<file path="config.mk">
export PLATFORM = sky130hd
export DESIGN_NAME = fir_decim_out_flat
export DESIGN_NICKNAME = d
export VERILOG_FILES = /design/src/rtl/fir_decim_out_if.sv /design/src/rtl/fir_decim_out.sv /design/src/flat_wrapper.sv
export SDC_FILE = /design/constraint.sdc
export NUM_CORES = 1
export LEC_CHECK = 0
export BUFFER_PORTS_ARGS = -buffer_cell sky130_fd_sc_hd__buf_4
export CORE_MARGIN = 2
export CORE_UTILIZATION = 43
export CTS_CLUSTER_SIZE = 10
export DETAILED_ROUTE_END_ITERATION = 16
export HOLD_SLACK_MARGIN = 0.15
export MAX_ROUTING_LAYER = met4
export SLEW_MARGIN = 20
export SYNTH_ARGS = -nofsm -noshare
export SYNTH_HDL_FRONTEND = slang
export SYNTH_SLANG_ARGS = --single-unit
</file>
<file path="constraint.sdc">
create_clock -name clk -period 2.8 [get_ports clk]
set_input_delay 0.28 -clock clk [delete_from_list [all_inputs] [get_ports clk]]
set_output_delay 0.28 -clock clk [all_outputs]
set_load 0.05 [all_outputs]
</file>
<file path="src/rtl/fir_decim_out_if.sv">
// rtl/fir_decim_out_if.sv - sample/handshake bundle for fir_decim_out
// Purpose: groups the filter-side input stream, the valid/ready output stream
//   and the overflow status/clear lines of fir_decim_out.
// Signals:
//   in_data/in_valid        filter sample stream (no backpressure)
//   out_data/out_valid/out_ready  decimated, requantised output stream
//   fifo_level              output FIFO occupancy, 0..FIFO_DEPTH
//   overflow/clear_ovf      sticky drop flag and its synchronous clear
// Modports: master = producer/consumer side, slave = fir_decim_out.
interface fir_decim_out_if #(
  parameter int DATA_WIDTH = 16,
  parameter int OUT_WIDTH  = 12,
  parameter int FIFO_DEPTH = 8
) ();
  logic signed [DATA_WIDTH-1:0]       in_data;
  logic                               in_valid;
  logic signed [OUT_WIDTH-1:0]        out_data;
  logic                               out_valid;
  logic                               out_ready;
  logic [$clog2(FIFO_DEPTH):0]        fifo_level;
  logic                               overflow;
  logic                               clear_ovf;

  modport master (
    output in_data, in_valid, out_ready, clear_ovf,
    input  out_data, out_valid, fifo_level, overflow
  );

  modport slave (
    input  in_data, in_valid, out_ready, clear_ovf,
    output out_data, out_valid, fifo_level, overflow
  );
endinterface

</file>
<file path="src/rtl/fir_decim_out.sv">
// rtl/fir_decim_out.sv - decimate, requantise and buffer fir_filter output
// Purpose: keeps every DECIM-th valid sample, rounds it (half-up) by an
//   arithmetic right shift of SHIFT, saturates to OUT_WIDTH bits and queues it
//   in a FIFO_DEPTH-entry FIFO toward a valid/ready consumer.
// Ports:
//   clk   rising-edge clock
//   rst   synchronous active-high reset
//   bus   fir_decim_out_if.slave: in_data/in_valid in, out_data/out_valid out,
//         out_ready in, fifo_level out, overflow out, clear_ovf in
module fir_decim_out #(
  parameter int DATA_WIDTH = 16,
  parameter int OUT_WIDTH  = 12,
  parameter int DECIM      = 4,
  parameter int SHIFT      = 4,
  parameter int FIFO_DEPTH = 8
) (
  input logic            clk,
  input logic            rst,
  fir_decim_out_if.slave bus
);

  localparam int CNT_W = (DECIM > 1) ? $clog2(DECIM) : 1;
  localparam int AW    = $clog2(FIFO_DEPTH);

  // Rounding offset 2^(SHIFT-1), or 0 when SHIFT is 0.
  localparam int RND  = (1 << SHIFT) >> 1;
  localparam int OMAX = (1 << (OUT_WIDTH - 1)) - 1;
  localparam int OMIN = -(1 << (OUT_WIDTH - 1));

  localparam logic signed [DATA_WIDTH:0] RND_V  = (DATA_WIDTH + 1)'(RND);
  localparam logic signed [DATA_WIDTH:0] OMAX_V = (DATA_WIDTH + 1)'(OMAX);
  localparam logic signed [DATA_WIDTH:0] OMIN_V = (DATA_WIDTH + 1)'(OMIN);

  logic [CNT_W-1:0]            cnt;
  logic                        s1_valid;
  logic signed [OUT_WIDTH-1:0] s1_data;

  logic signed [OUT_WIDTH-1:0] mem [FIFO_DEPTH];
  logic [AW-1:0]               wr_ptr;
  logic [AW-1:0]               rd_ptr;
  logic [AW:0]                 level;
  logic                        ovf;

  logic                        keep;
  logic signed [DATA_WIDTH:0]  t_w;
  logic signed [DATA_WIDTH:0]  r_w;
  logic signed [OUT_WIDTH-1:0] q_w;
  logic                        not_empty;
  logic                        rd;
  logic                        wr;
  logic                        drop;

  assign keep = bus.in_valid && (cnt == '0);

  // One extra bit of headroom so the rounding add cannot wrap.
  assign t_w = $signed({bus.in_data[DATA_WIDTH-1], bus.in_data}) + RND_V;
  assign r_w = t_w >>> SHIFT;

  always_comb begin
    q_w = r_w[OUT_WIDTH-1:0];
    if (r_w > OMAX_V)      q_w = OMAX_V[OUT_WIDTH-1:0];
    else if (r_w < OMIN_V) q_w = OMIN_V[OUT_WIDTH-1:0];
  end

  assign not_empty = (level != '0);
  assign rd        = not_empty && bus.out_ready;
  // A read in the same cycle frees the slot, so a full FIFO still accepts.
  assign wr        = s1_valid && ((level != (AW + 1)'(FIFO_DEPTH)) || rd);
  assign drop      = s1_valid && !wr;

  always_ff @(posedge clk) begin
    if (rst) begin
      cnt      <= '0;
      s1_valid <= 1'b0;
      s1_data  <= '0;
      wr_ptr   <= '0;
      rd_ptr   <= '0;
      level    <= '0;
      ovf      <= 1'b0;
    end else begin
      if (bus.in_valid) begin
        if (cnt == CNT_W'(DECIM - 1)) cnt <= '0;
        else                          cnt <= cnt + 1'b1;
      end

      s1_valid <= keep;
      if (keep) s1_data <= q_w;

      if (wr) wr_ptr <= wr_ptr + 1'b1;
      if (rd) rd_ptr <= rd_ptr + 1'b1;

      case ({wr, rd})
        2'b10:   level <= level + 1'b1;
        2'b01:   level <= level - 1'b1;
        default: level <= level;
      endcase

      // A drop in the same cycle as a clear leaves the flag set.
      if (drop)               ovf <= 1'b1;
      else if (bus.clear_ovf) ovf <= 1'b0;
    end
  end

  // Storage needs no reset: the head is masked to 0 while the FIFO is empty.
  always_ff @(posedge clk) begin
    if (wr) mem[wr_ptr] <= s1_data;
  end

  assign bus.out_valid  = not_empty;
  assign bus.out_data   = not_empty ? mem[rd_ptr] : '0;
  assign bus.fifo_level = level;
  assign bus.overflow   = ovf;

endmodule

</file>
<file path="src/flat_wrapper.sv">
// flat-port wrapper written by rule: the top's interface ports become plain ports
module fir_decim_out_flat 
#(
  parameter int DATA_WIDTH = 16,
  parameter int OUT_WIDTH  = 12,
  parameter int DECIM      = 4,
  parameter int SHIFT      = 4,
  parameter int FIFO_DEPTH = 8
)
  (clk, rst, bus_in_data, bus_in_valid, bus_out_ready, bus_clear_ovf, bus_out_data, bus_out_valid, bus_fifo_level, bus_overflow);
  fir_decim_out_if #(.DATA_WIDTH(DATA_WIDTH), .OUT_WIDTH(OUT_WIDTH), .FIFO_DEPTH(FIFO_DEPTH)) bus_i ();
  input logic clk;
  input logic rst;
  input wire logic [$bits(bus_i.in_data)-1:0] bus_in_data;
  input wire logic [$bits(bus_i.in_valid)-1:0] bus_in_valid;
  input wire logic [$bits(bus_i.out_ready)-1:0] bus_out_ready;
  input wire logic [$bits(bus_i.clear_ovf)-1:0] bus_clear_ovf;
  output wire logic [$bits(bus_i.out_data)-1:0] bus_out_data;
  output wire logic [$bits(bus_i.out_valid)-1:0] bus_out_valid;
  output wire logic [$bits(bus_i.fifo_level)-1:0] bus_fifo_level;
  output wire logic [$bits(bus_i.overflow)-1:0] bus_overflow;
  assign bus_i.in_data = bus_in_data;
  assign bus_i.in_valid = bus_in_valid;
  assign bus_i.out_ready = bus_out_ready;
  assign bus_i.clear_ovf = bus_clear_ovf;
  assign bus_out_data = bus_i.out_data;
  assign bus_out_valid = bus_i.out_valid;
  assign bus_fifo_level = bus_i.fifo_level;
  assign bus_overflow = bus_i.overflow;
  fir_decim_out #(.DATA_WIDTH(DATA_WIDTH), .OUT_WIDTH(OUT_WIDTH), .DECIM(DECIM), .SHIFT(SHIFT), .FIFO_DEPTH(FIFO_DEPTH)) u_core (.clk(clk), .rst(rst), .bus(bus_i));
endmodule
</file>
==> impl_results.md <==
* Largest family of logic cells by synthesized area: multiplexers
* Final min period at 2330 ps
* Die Span X at 113 um
* Routed WL at 9200 um
* Post-Synthesis Cell Area at 0.00514 mm2
* DR pass1 iterations at 4
* Ant. Diodes at 0
* DR vias/cell at 5.16
* Reg2reg path depth at 10
* Vias in the first global route at 2,863
* Hold slack at 199 ps
* CP Data Required Time at 3140 ps
* Power Dens Cells at 932 mW/mm2
* CTS Sinks at roughly 130
* Post-synth EDFFs at 96
* TritonCTS clock tree: yes
* # Max-Cap Violations at 0
* Register-to-register setup slack at 470 ps
* Post-route DRC at 0
* Top cell by count, worst path: ha_1
* Hold crit path type: input pin to register
* Buf/Inv on CP at 1
* Synth Area per Inst at 15.6 um2
* Area Growth Syn to Fin at 21.3%
* Wirelength per Cell at 17.0 um
* Yosys top cell by area: edfxtp_1
* Worst IR Drop VDD at between 0.4 and 0.5 mV
* Setup CP Type: register to register
* CP delay by family, top: compound AO/OA/AOI/OAI gates
* Worst hold path endpoint: u_core.s1_data[1]
* Compound-Gate Fraction of Synth Area at 3.77%
* Leakage at 2.18 nW
* Synth Area in Simple Gates at between 8 and 9%
* R2r endpoint: u_core.bus.fifo_level[3]
* Synthesis-stage register bit count at 125
* Initial antenna violation count at 0
* Final ANT Viol Nets at 0
* Mux contribution to synthesized area at 13.0%
* Post-synthesis sequential area ratio at 67.3%
* Die Footprint at about 0.013 mm2
* Die height at between 100 and 150 um
* Clock Tree Root: clkbuf_16
* Startpoint types: register
* Number of buffers created by CTS at 17
* Largest net degree at the start of global routing at 28
* Top FF cell, synth: edfxtp_1
* Hpwl dp at 5820 um
* RSZ-0062 raised after global routing: no
* Hold path start: bus_in_data[5]
* CTS Buffer Depth at 2
* Max Freq at 429 MHz
* Adder-cell area share of the yosys netlist at under 10%
* Setup TNS at 0 ps
* Via count at around 2,800
* Final Skew at approximately 7.7 ps
* Port Buf Inserts at 35
* CORE AREA at 0.0116 mm2
* Initial DRC count at between 150 and 200
* Slowest cell on the critical path: dfxtp_1
* Initial Util at 44.5%
* Final Hold Vio Count at 0
* Status: complete, no violations
* # H-tree levels at 4
* Synth warn at 0
* Crit path DAT at 2670 ps
* Clk pin slew, worst setup/hold paths at 60 ps
* Top cells by area, synth: edfxtp_1 (56%), dfxtp_1 (11%), mux4_2 (11%), nor2_1 (3.1%), mux2i_1 (2.5%)
* Final worst-path cycle share at a little over four fifths
* Nets@finish at 416
* Worst R2R Start: u_core.bus.fifo_level[0]
* Final setup violation count at 0
* Layout cells sized above 1 at between 20% and 30%
* Crit. End Element: register
* Global-route wire length before repair at 14,800 um
* Cells after Synth at between 300 and 400
* Area share of the largest cell type after synthesis at 56.1%
* GPL Wtd Cong at 0.716
* Total gr overflow at 0
* # rows at 39
* Min-Delay Path Depth at 3
* Distinct cell type count after synthesis at 34
* Final slew viol count at 0
* Crit path cell chain: nor3_1 > a31oi_1 > inv_1 > ha_1 > ha_1 > a21o_1 > a21oi_2 > xnor2_1 > or3_1 > a21oi_1
* Post-synthesis xor/xnor area fraction at under 10%
* Rel. slew slack at between 60% and 70%
* Net count after synthesis at 359
* CP max stage delay at 470 ps
* Crit-path max FO at 6
* GRT Overall Usage at 16.2%
* Post-CTS Resized at 0
* Ports at 39
* Worst slew pin tran at 491 ps
* Skew-Pair Late Insertion Delay at 410 ps
* Ys async rst share at 0%
[flip-flops by register name, indices dropped and copies added, names as in the netlist, named ones only]
register and count:
u_core.mem 96, u_core.s1_data 12, u_core.bus.fifo_level 4, u_core.rd_ptr 3, u_core.wr_ptr 3, u_core.cnt 2
u_core.bus.overflow 1, u_core.s1_valid 1
[per-layer routing]
layer	part of all wire, %	vias to the layer above	global-route usage [%]
met1	45	1363	20.2
met5	0	-	-
li1	-	1359	-
met2	49	59	25.4
met3	4.1	14	4.50
met4	1.8	0	6.34
[repair_timing]
action | in CTS | in global routing
setup buffers | 0 | 0
hold endpoints to repair | 2 | 0
hold buffers | 2 | 0
[how the worst max path moves through the flow]
stage                              from                        to  slack, ps  cells past startpoint
3_3_place_gp   u_core.bus.fifo_level[0]  u_core.bus.fifo_level[3]        490                     10
2_1_floorplan  u_core.bus.fifo_level[0]  u_core.bus.fifo_level[3]        100                     10
3_5_place_dp   u_core.bus.fifo_level[0]  u_core.bus.fifo_level[3]        460                     10
5_1_grt        u_core.bus.fifo_level[0]  u_core.bus.fifo_level[3]        250                     10
6_report       u_core.bus.fifo_level[0]  u_core.bus.fifo_level[3]        470                     10
4_1_cts                        register          bus_out_data[11]        430                      5
[worst min-delay path: stages]
cell      delay [ps]
buf_4            100
xnor2_1          110
a211oi_1          60
[kinds of logic (layout without fill, tap and decap cells)]
logic type	after synthesis	in the layout
adders and majority gates	9	9
and+or+nand+nor	91	91
muxes	37	37
DFF	125	125
xor gates and xnor gates	16	16
AOI/OAI and AO/OA	28	28
buffers and inverters	23	93
[metrics by stage]
step	instance area (um2)	setup slack, ps	util (%)	cells	power (W)
floorplan	5140	96.8	-	329	0.00339
global placement	5640	493	48.8	508	0.00380
detailed placement	5640	464	48.8	508	0.00382
CTS	6240	431	54.0	542	0.00588
global route	6240	251	54.0	542	0.00607
finish	6240	470	54.0	542	0.00582
[where the power goes]
part	leakage, nW	switching, W	internal, W
Clock	0.275	0.000809	0.00125
Sequential	1.12	0.0000964	0.00209
Combinational	0.781	0.000966	0.000604
[Yosys cell counts, types with 4 or more instances]
cell type   n
xnor2_1     7
mux4_2     24
inv_1      10
nand3_1     4
nand2b_1    5
mux2i_1    13
a21oi_1    10
xor2_1      9
buf_2       4
nand2_1    22
nor2_1     43
nor3_1      5
ha_1        8
edfxtp_1   96
a211oi_1    8
dfxtp_1    29
buf_1       4
[layout make-up]
cell class | count | area, um2
Clock buffer | 20 | 479
Clock inverter | 12 | 97.6
Fill cell | 939 | 5330
Inverter | 10 | 37.5
Multi-Input combinational cell | 181 | 1580
Sequential cell | 125 | 3460
Tap cell | 143 | 179
Timing Repair Buffer | 51 | 400
[cells in the final DEF (no fill, tap or decap), types with 10 or more instances in the layout]
cell / netlist / layout
a21oi_1: 10 / 10
buf_4: 0 / 48
clkbuf_16: 0 / 19
dfxtp_1: 29 / 29
edfxtp_1: 96 / 96
inv_1: 10 / 10
mux2i_1: 13 / 13
mux4_2: 24 / 24
nand2_1: 22 / 22
nor2_1: 43 / 43
No activity file was read; power rests on OpenSTA's default activity.
